File: src/rtl/pipe_pkg.sv
// Shared definitions for the generic pipeline stage buffer.
// Holds mode constants and the EX/MEM payload bundle used to size DATA_W.
package pipe_pkg;

  localparam int MODE_REG  = 0;
  localparam int MODE_SKID = 1;

  typedef struct packed {
    logic [12:0] pc;
    logic [31:0] inst;
    logic [4:0]  rd;
    logic [31:0] result;
    logic [31:0] rs2Data;
    logic [1:0]  store;
    logic [2:0]  load;
    logic        we;
  } em_payload_t;

  localparam int EM_PAYLOAD_W = $bits(em_payload_t);

endpackage

File: src/rtl/pipe_slot.sv
// One valid+data storage entry with load and clear; clear wins over load.
// ZERO_ON_CLEAR also wipes the data register when the entry is cleared.
module pipe_slot #(
  parameter int DATA_W        = 8,
  parameter bit ZERO_ON_CLEAR = 1'b0
) (
  input  logic              CLK,
  input  logic              RST_N,
  input  logic              load,
  input  logic              clear,
  input  logic [DATA_W-1:0] dIn,
  output logic              valid,
  output logic [DATA_W-1:0] data
);

  always_ff @(posedge CLK or negedge RST_N) begin
    if (!RST_N) begin
      valid <= 1'b0;
      data  <= '0;
    end else if (clear) begin
      valid <= 1'b0;
      if (ZERO_ON_CLEAR) data <= '0;
    end else if (load) begin
      valid <= 1'b1;
      data  <= dIn;
    end
  end

endmodule

File: src/rtl/pipe_stage_buf.sv
// Pipeline stage register with valid/ready handshake, flush, and optional skid slot (MODE 1).
// Define PIPE_ZERO_ON_FLUSH_EN to zero the data registers whenever an entry is emptied.
module pipe_stage_buf
  import pipe_pkg::*;
#(
  parameter int DATA_W = 120,
  parameter int MODE   = MODE_REG
) (
  input  logic              CLK,
  input  logic              RST_N,
  input  logic              flush,
  input  logic              in_valid,
  output logic              in_ready,
  input  logic [DATA_W-1:0] in_data,
  output logic              out_valid,
  input  logic              out_ready,
  output logic [DATA_W-1:0] out_data,
  output logic [1:0]        occupancy
);

`ifdef PIPE_ZERO_ON_FLUSH_EN
  localparam bit ZeroOnClear = 1'b1;
`else
  localparam bit ZeroOnClear = 1'b0;
`endif

  if (MODE == MODE_REG) begin : gReg
    logic              mValid;
    logic [DATA_W-1:0] mData;
    logic              accept, drain, mLoad, mClear;

    always_comb begin
      in_ready = !mValid || out_ready;
      accept   = in_valid && in_ready;
      drain    = mValid && out_ready;
      mLoad    = accept && !flush;
      mClear   = flush || (drain && !accept);
    end

    pipe_slot #(.DATA_W(DATA_W), .ZERO_ON_CLEAR(ZeroOnClear)) uM (
      .CLK(CLK), .RST_N(RST_N), .load(mLoad), .clear(mClear),
      .dIn(in_data), .valid(mValid), .data(mData)
    );

    always_comb begin
      out_valid = mValid;
      out_data  = mData;
      occupancy = {1'b0, mValid};
    end
  end else begin : gSkid
    logic              mValid, sValid;
    logic [DATA_W-1:0] mData, sData, mIn;
    logic              accept, drain, mLoad, mClear, sLoad, sClear;

    // S only fills while M is full, so sValid implies mValid; a draining
    // M with S full refills from S and blocks input for that cycle.
    always_comb begin
      in_ready = !sValid;
      accept   = in_valid && !sValid;
      drain    = mValid && out_ready;
      mIn      = sValid ? sData : in_data;
      mLoad    = !flush && ((sValid && drain) || (accept && (!mValid || drain)));
      mClear   = flush || (drain && !sValid && !accept);
      sLoad    = !flush && accept && mValid && !drain;
      sClear   = flush || (sValid && drain);
    end

    pipe_slot #(.DATA_W(DATA_W), .ZERO_ON_CLEAR(ZeroOnClear)) uM (
      .CLK(CLK), .RST_N(RST_N), .load(mLoad), .clear(mClear),
      .dIn(mIn), .valid(mValid), .data(mData)
    );

    pipe_slot #(.DATA_W(DATA_W), .ZERO_ON_CLEAR(ZeroOnClear)) uS (
      .CLK(CLK), .RST_N(RST_N), .load(sLoad), .clear(sClear),
      .dIn(in_data), .valid(sValid), .data(sData)
    );

    always_comb begin
      out_valid = mValid;
      out_data  = mData;
      occupancy = {1'b0, mValid} + {1'b0, sValid};
    end
  end

endmodule

File: config.mk
export PLATFORM = sky130hd
export DESIGN_NAME = pipe_stage_buf
export DESIGN_NICKNAME = d
export VERILOG_FILES = /design/src/rtl/pipe_pkg.sv /design/src/rtl/pipe_slot.sv /design/src/rtl/pipe_stage_buf.sv
export SDC_FILE = /design/constraint.sdc
export NUM_CORES = 1
export LEC_CHECK = 0
export CAP_MARGIN = 10
export CORE_AREA = 2 2 118 120
export DETAILED_ROUTE_END_ITERATION = 10
export DIE_AREA = 0 0 120 122
export GPL_TIMING_DRIVEN = 0
export PLACE_DENSITY = 0.77
export SKIP_LAST_GASP = 1
export SLEW_MARGIN = 20
export SYNTH_ARGS = -nofsm -noshare
export SYNTH_HDL_FRONTEND = slang
export SYNTH_SLANG_ARGS = --single-unit
File: constraint.sdc
create_clock -name CLK -period 2.45 [get_ports CLK]
set_input_delay 0.3675 -clock CLK [delete_from_list [all_inputs] [get_ports CLK]]
set_output_delay 0.3675 -clock CLK [all_outputs]
set_load 0.005 [all_outputs]
* Word level (Yosys, flattened, before mapping)
Cells that the tools add are included.
** Operators by class
- Reduce and logical (&&, ||, !) cells :: 11
- Bitwise operators :: 1
- Muxes and demuxes :: 2
** Operators with widths (count)
- logical AND 1 bit :: 4
- logical NOT 1 bit :: 3
- logical OR 1 bit :: 2
- two-way mux 1 bit :: 2
- AND reduction 2 bit :: 1
- nonzero test 2 bit :: 1
- NOT 1 bit :: 1
** Storage, ports and cells
- Logic and storage cells :: 16
- Output and inout bits :: 124
- Input port bits :: 125
- Bits in registers :: 121

* Longest topological paths before layout
Gate-level depths: netlist of the first run.
- Word-level depth :: 8
- Gate-level depth with buffers :: 5
- Mapped depth without buffers :: 3

* Hierarchy
From an unflattened synthesis of the first run, not the netlist that was laid out.
** Unflattened totals
- Cells, all modules :: 264
- Area, all modules :: 5063.6 um^2
** By module, submodules not included
- pipe_slot :: cells each 257, area an instance 5011.1 um^2, seq. area each 3027.9 um^2, times used 1
- pipe_stage_buf :: cells each 7, area an instance 52.6 um^2, seq. area each 0.0 um^2, times used 1

* Worst setup path after synthesis of the first run
Ideal clock, no wire load.
- Kind :: register to register
- Start :: reg gReg.uM.valid
- End :: reg gReg.uM.data[100]
- Clock period less this slack :: 1.522 ns
- Buffers on the path :: 2
- Setup slack :: 0.928 ns
- Stages on the path, launching flop included :: 6
- Setup time :: 0.127 ns
- Required time :: 2.323 ns
- Data arrival time :: 1.395 ns
- Cells stage by stage :: dfrtp_1 -> nor2b_2 -> nor3b_2 -> buf_6 -> buf_6 -> mux2_1
** Between the ends
- Longest elaborated chain between the ends :: 8
- Elaborated cells on any way between the ends :: 10
- Those cells by class :: 1 x bitwise; 9 x reduce/logical
** RTL lines
- start: declaration :: RTL line pipe_slot.sv:12 : output logic valid,
- start signal: assignment :: RTL line pipe_slot.sv:18 : valid <= 1'b0;
- start signal: assignment :: RTL line pipe_slot.sv:21 : valid <= 1'b0;
- start signal: assignment :: RTL line pipe_slot.sv:24 : valid <= 1'b1;
- logical NOT 1 bit :: RTL line pipe_stage_buf.sv:33 : in_ready = !mValid || out_ready;
- logical OR 1 bit :: RTL line pipe_stage_buf.sv:33
- logical AND 1 bit :: RTL line pipe_stage_buf.sv:34 : accept = in_valid && in_ready;
- logical NOT 1 bit :: RTL line pipe_stage_buf.sv:37 : mClear = flush || (drain && !accept);
- logical AND 1 bit :: RTL line pipe_stage_buf.sv:37
- logical OR 1 bit :: RTL line pipe_stage_buf.sv:37
- NOT 1 bit (no line)
- AND reduction 2 bit (no line) *
- end signal: assignment :: RTL line pipe_slot.sv:25 : data <= dIn;
- end: declaration :: RTL line pipe_slot.sv:13 : output logic [DATA_W-1:0] data
Every way passes the cells marked *; elsewhere a longest branch is shown, timed or not.
A chain may end at the register's enable or synchronous reset.

* Worst setup path after layout of the first run
- Start :: reg gReg.uM.valid
- End :: out in_ready
** Between the ends
- Longest elaborated chain between the ends :: 2
** RTL lines
- logical NOT 1 bit :: RTL line pipe_stage_buf.sv:33
- logical OR 1 bit :: RTL line pipe_stage_buf.sv:33
- end: declaration :: RTL line pipe_stage_buf.sv:13 : output logic in_ready,
Every way passes these cells.

==> qor.yml, run 1 <==
outcome:
  status: "complete, no violations"
sta:
  final_max_slew_viol_count: 0
  relSlewSlack_pct: 56.3
  rsz0062_at_grt: "false"
  tightestPinTransition_ns: 0.656
  fin_tns_setup_ns: 0
  finClkSkew_ns: 0.00526
  finalHoldViolations: 0
  setup_viol: 0
  fin_crit_ns: 1.90
  fin_crit_sh_pct: 77.6
  timing.fmax_mhz: 526
global_route:
  grt_pass1_vias: 3535
  grt_antenna_before_repair: 0
  grt_use_total_pct: 16.5
  gr-total-overflow: 0
  grt_pass1_wl_um: 18300
  grt_max_degree: 72
route:
  wl_um: 11700
  drt_iter0_markers: 90
  wl_per_cell_um: 16.1
  dr_total_vias: 3191
  drc: 0
  first_pass_iters: 4
  avgViaCountPerCell: 4.42
  final_antenna_net_count: 0
cells_and_area:
  antenna_cells: 0
  fillCellCount: 1077
  fin_nets: 655
  utilization_pct: 58.7
  drive_gt1_share_pct: 12.7
  syn_to_final_growth_pct: 73.6
clocking:
  root_buffer: "clkbuf_16"
  clk_pin_slew_ns: 0.05
  numCtsBuffers: 17
  insertion_delay_ns: 0.41
  cts.sinks: 121
  htree_num_levels: 4
  cts_resized: 0
  clockBufferDepth: 2
  cts_tree: "done"
logic_synthesis:
  syn_area_mm2: 0.00456
  yosysSeqAreaShare_pct: 66.3
  synth_warnings: 0
  ys_seq_elements: 121
  synth_cell_types: 11
  avgSynthCellArea_um2: 17.4
  synthCells: 262
  synth_nets: 387
power:
  p_leak_uw: 0.00330
  power_density_mw_per_mm2: 814
  ir_drop_mv: 0.415
worst_setup_path:
  critPathMaxFanout: 3
  critical_path.top_delay_family: "buffers and inverters"
  worst-path-buf-inv: 2
  max_stage_delay_ns: 0.50
  start_kind: "flop"
  cp.arrival_ns: 1.53
  path_class: "flop to primary output"
  critPathSlowestCell: "clkdlybuf4s50_1"
  cp.required_ns: 2.08
  cp_cell_sequence: "nor2b_2 > inv_1 > clkdlybuf4s50_1"
  critPathCaptureType: "primary output"
floorplan:
  die_h_um: 122
  dieWidth_um: 120
  ios: 249
  core_area_mm2: 0.0135
  dieArea_mm2: 0.0146
  start_util_pct: 33.8
  core.rowCount: 43
job:
  drv_cap: 0
worst_hold_path:
  hold_class: "flop to flop"
placement:
  hpwl_um: 8880
  gp_congestion: 0.736
  portBuffers: 247
==> synth_stat cells, drive strengths merged <==
library cell	number	area, µm²
nor2	2	7.51
mux2	120	1350
nor3b	1	12.5
nor2b	1	8.76
conb	1	3.75
dfrtp	121	3030
inv	1	3.75
buf	15	149
==> through the flow <==
step | worst slack (ns) | instance area [µm²] | instances | total power, µW | hold slack (ns)
after detailed placement | 0.386 | 7290 | 690 | 3930 | 0.421
after CTS | 0.508 | 7930 | 722 | 6550 | 0.486
after floorplan | 0.928 | 4560 | 262 | 2870 | 0.0719
final | 0.550 | 7930 | 722 | 6450 | 0.480
after global routing | 0.479 | 7930 | 722 | 6770 | 0.496
after global placement | -3.49 | 7260 | 689 | 3880 | 0.466
==> metal layers <==
metal / track usage [%] / up-vias / share of wire [%]
met5: 0 / - / 0
met4: 7.65 / 0 / 2.1
met3: 7.07 / 19 / 9.0
met2: 28.8 / 150 / 52
met1: 17.3 / 1573 / 37
li1: - / 1449 / -
==> cell type report <==
type | instances | area, µm² | area share [%]
Inverter | 1 | 3.75 | 0.0474
Multi-Input combinational cell | 125 | 1380 | 17.5
Tap cell | 180 | 225 | 2.84
Sequential cell | 121 | 3030 | 38.2
Timing Repair Buffer | 249 | 2510 | 31.7
Buffer | 15 | 149 | 1.88
Clock inverter | 7 | 113 | 1.42
Clock buffer | 24 | 512 | 6.46
==> final timing paths <==
check / startpoint / to / slack (ns) / cells past startpoint
max in group asynchronous: RST_N / gReg.uM.data[9] / 1.24 / 3
min in group asynchronous: RST_N / gReg.uM.data[45] / 0.54 / 2
worst max register to register: gReg.uM.valid / gReg.uM.data[67] / 0.71 / 5
worst min-delay path: gReg.uM.data[16] / gReg.uM.data[16] / 0.48 / 1
worst max-delay path: gReg.uM.valid / in_ready / 0.55 / 3
worst min register to register: gReg.uM.data[16] / gReg.uM.data[16] / 0.48 / 1
==> cell usage in the layout, fill, tap and decap left out <==
cell type,synthesis,final
buf_16,0,1
mux2_2,20,20
nor2_1,2,2
dlygate4sd3_1,0,1
mux2_1,100,100
dfrtp_1,121,121
clkbuf_8,0,6
inv_1,1,1
nor3b_2,1,1
buf_6,11,12
buf_2,2,2
buf_4,2,2
clkbuf_16,0,17
clkinv_2,0,3
conb_1,1,1
clkinvlp_4,0,1
clkbuf_1,0,1
bufinv_16,0,3
nor2b_2,1,1
clkdlybuf4s50_1,0,246
==> repair_timing <==
action / 4_1_cts / 5_1_grt
buffers inserted: 0 / 0
hold endpoints to repair: 60 / 0
hold buffers: 1 / 0
==> power by group <==
part	total [µW]	switching (µW)	internal, µW
registers	2510	171	2340
logic	1360	397	967
clock network	2570	825	1750
total	6450	1390	5060
==> cell families (layout without fill, tap and decap cells) <==
| group | after synthesis | in the layout | synth area share (%) |
|---|---|---|---|
| buffers and inverters | 16 | 296 | 3.34 |
| other | 1 | 1 | 0.0822 |
| muxes | 120 | 120 | 29.6 |
| DFF | 121 | 121 | 66.3 |
| and+or+nand+nor | 4 | 4 | 0.631 |
==> flip-flops by register name, summed over array words and instances, names as in the netlist <==
signal and count:
gReg.uM.data 120, gReg.uM.valid 1
(Power assumes the default switching activity.)
==> run 2: changes to the inputs <==
--- a/config.mk
+++ b/config.mk
@@ -10,7 +10,7 @@
 export DETAILED_ROUTE_END_ITERATION = 10
 export DIE_AREA = 0 0 120 122
 export GPL_TIMING_DRIVEN = 0
-export PLACE_DENSITY = 0.77
+export PLACE_DENSITY = 0.8
 export SKIP_LAST_GASP = 1
 export SLEW_MARGIN = 20
 export SYNTH_ARGS = -nofsm -noshare
==> constraint.sdc (replaced) <==
create_clock -name CLK -period 1.6 [get_ports CLK]
set_input_delay 0.24 -clock CLK [delete_from_list [all_inputs] [get_ports CLK]]
set_output_delay 0.24 -clock CLK [all_outputs]
set_load 0.005 [all_outputs]
==> qor.yml, run 2 (same netlist as run 1, synthesis figures left out) <==
clocking:
  clockBufferDepth: 2
  cts_tree: "done"
  cts.sinks: 121
  numCtsBuffers: 17
  clk_pin_slew_ns: 0.05
  root_buffer: "clkbuf_16"
  insertion_delay_ns: 0.41
  htree_num_levels: 4
cells_and_area:
  drive_gt1_share_pct: 29.7
  syn_to_final_growth_pct: 87.8
  top_register: "gReg.uM.data"
  final_cells: 738
  largest_register_ffs: 120
  final_area_mm2: 0.00857
  reg.largest.list: "gReg.uM.data: 120 flops, gReg.uM.valid: 1 flops"
  final_common_cell: "clkdlybuf4s50_1"
  fin_nets: 670
  layout_common_cells: "clkdlybuf4s50_1, dfrtp_1, mux2_4"
  antenna_cells: 0
sta:
  timing.fmax_mhz: 602
  relSlewSlack_pct: 61.6
  fin_crit_ns: 1.66
  setup_viol: 100
  finalHoldViolations: 0
  tightestPinTransition_ns: 0.577
  rsz0062_at_grt: "true"
  timing.final.ws_setup_ns: -0.0625
  fin_crit_sh_pct: 104
  finClkSkew_ns: 0.00795
  final_max_slew_viol_count: 0
floorplan:
  start_util_pct: 33.8
  ios: 249
  dieArea_mm2: 0.0146
  die_h_um: 122
  core_area_mm2: 0.0135
  core.rowCount: 43
  dieWidth_um: 120
power:
  p_leak_uw: 0.00372
  power_density_mw_per_mm2: 1150
  ir_drop_mv: 0.942
placement:
  dpl.cell_count: 690
  hpwl_um: 8710
  portBuffers: 247
  gp_congestion: 0.690
  place_area_mm2: 0.00729
worst_setup_path:
  ff2ff_setup_slack_ns: -0.06
  critPathMaxFanout: 6
  critPathCaptureType: "flop"
  start_kind: "flop"
  path_class: "flop to flop"
  critical_path.top_delay_family: "buffers and inverters"
  cp.required_ns: 1.89
  max_stage_delay_ns: 0.38
  cp_cell_sequence: "nor2b_4 > nor3b_4 > buf_6 > clkbuf_16 > buf_8 > mux2_1"
  cp.arrival_ns: 1.95
  worst-path-buf-inv: 3
  critPathSlowestCell: "dfrtp_1"
route:
  wl_um: 13100
  avgViaCountPerCell: 4.53
  first_pass_iters: 4
  drt_iter0_markers: 120
  drc: 0
  final_antenna_net_count: 0
  wl_per_cell_um: 17.8
  dr_total_vias: 3341
worst_hold_path:
  hold_class: "primary input to async pin"
global_route:
  grt_pass1_vias: 3608
  grt_antenna_before_repair: 0
  grt_max_degree: 63
  gr-total-overflow: 0
  grt_use_total_pct: 16.2
  grt_pass1_wl_um: 18000
outcome:
  violations: "negative setup slack"
  status: "finished with violations"
job:
  drv_cap: 0
==> run 2: cell count changes in the layout (fill, tap and decap cells not counted), sizes merged, moves of 2 or more <==
cell / before / now
bufinv: 3 / 0
clkbuf: 24 / 35
clkinv: 3 / 6
dlygate4sd2: 0 / 2
clkdlybuf4s50: 246 / 243
buf: 17 / 21
==> run 2: per-stage QoR <==
stage          setup TNS [ns]  hold slack, ns  utilization [%]  setup WS, ns  power (µW)
3_5_place_dp           -38.32           0.252             54.0        -0.360        6010
4_1_cts                -10.13           0.386             58.5        -0.126        9490
3_3_place_gp          -541.61           0.466             53.8         -4.21        5920
2_1_floorplan               0         -0.0556                -        0.0778        4400
6_report                -3.09           0.382             63.5       -0.0625        9850
5_1_grt                -10.11           0.429             63.5        -0.118       10300
==> run 2: final cells by class <==
type / instances / area (µm²)
Multi-Input combinational cell: 125 / 1710
Tap cell: 180 / 225
Sequential cell: 121 / 3030
Clock inverter: 8 / 45.0
Inverter: 1 / 3.75
Fill cell: 983 / 4930
Timing Repair Buffer: 264 / 2830
Buffer: 15 / 240
Clock buffer: 24 / 492
==> run 2: timing repair <==
action,4_1_cts,5_1_grt
hold buffers,1,0
cloned,1,11
endpoints found under the hold margin,61,0
setup buffers,1,2
pin swaps,0,1
resized for setup,17,98
setup endpoints to repair,122,121
==> run 2: path summary, 6_finish.rpt <==
| kind | start | endpoint | depth (start not counted) |
|---|---|---|---|
| setup / recovery | gReg.uM.valid | gReg.uM.data[47] | 6 |
| hold / removal | RST_N | gReg.uM.data[41] | 2 |
| setup reg to reg | gReg.uM.valid | gReg.uM.data[47] | 6 |
| hold reg to reg | gReg.uM.data[72] | gReg.uM.data[72] | 1 |
| max in group asynchronous | RST_N | gReg.uM.data[111] | 3 |
| min in group CLK | in_data[76] | gReg.uM.data[76] | 2 |
==> run 2: metal layers <==
layer | share of wire, % | vias up | wire (µm) | global-route usage [%]
li1 | - | 1482 | - | -
met1 | 39 | 1683 | 5080 | 17.5
met2 | 52 | 147 | 6850 | 27.8
met3 | 6.5 | 29 | 847 | 5.71
met4 | 2.6 | 0 | 337 | 8.90
met5 | 0 | - | 0 | 0
==> run 2: power breakdown <==
part / switching, µW / internal (µW) / leakage [µW] / total, µW
registers: 288 / 3590 / 0.00142 / 3880
clock network: 1290 / 2120 / 0.000266 / 3410
logic: 686 / 1880 / 0.00203 / 2560
total: 2270 / 7590 / 0.00372 / 9850
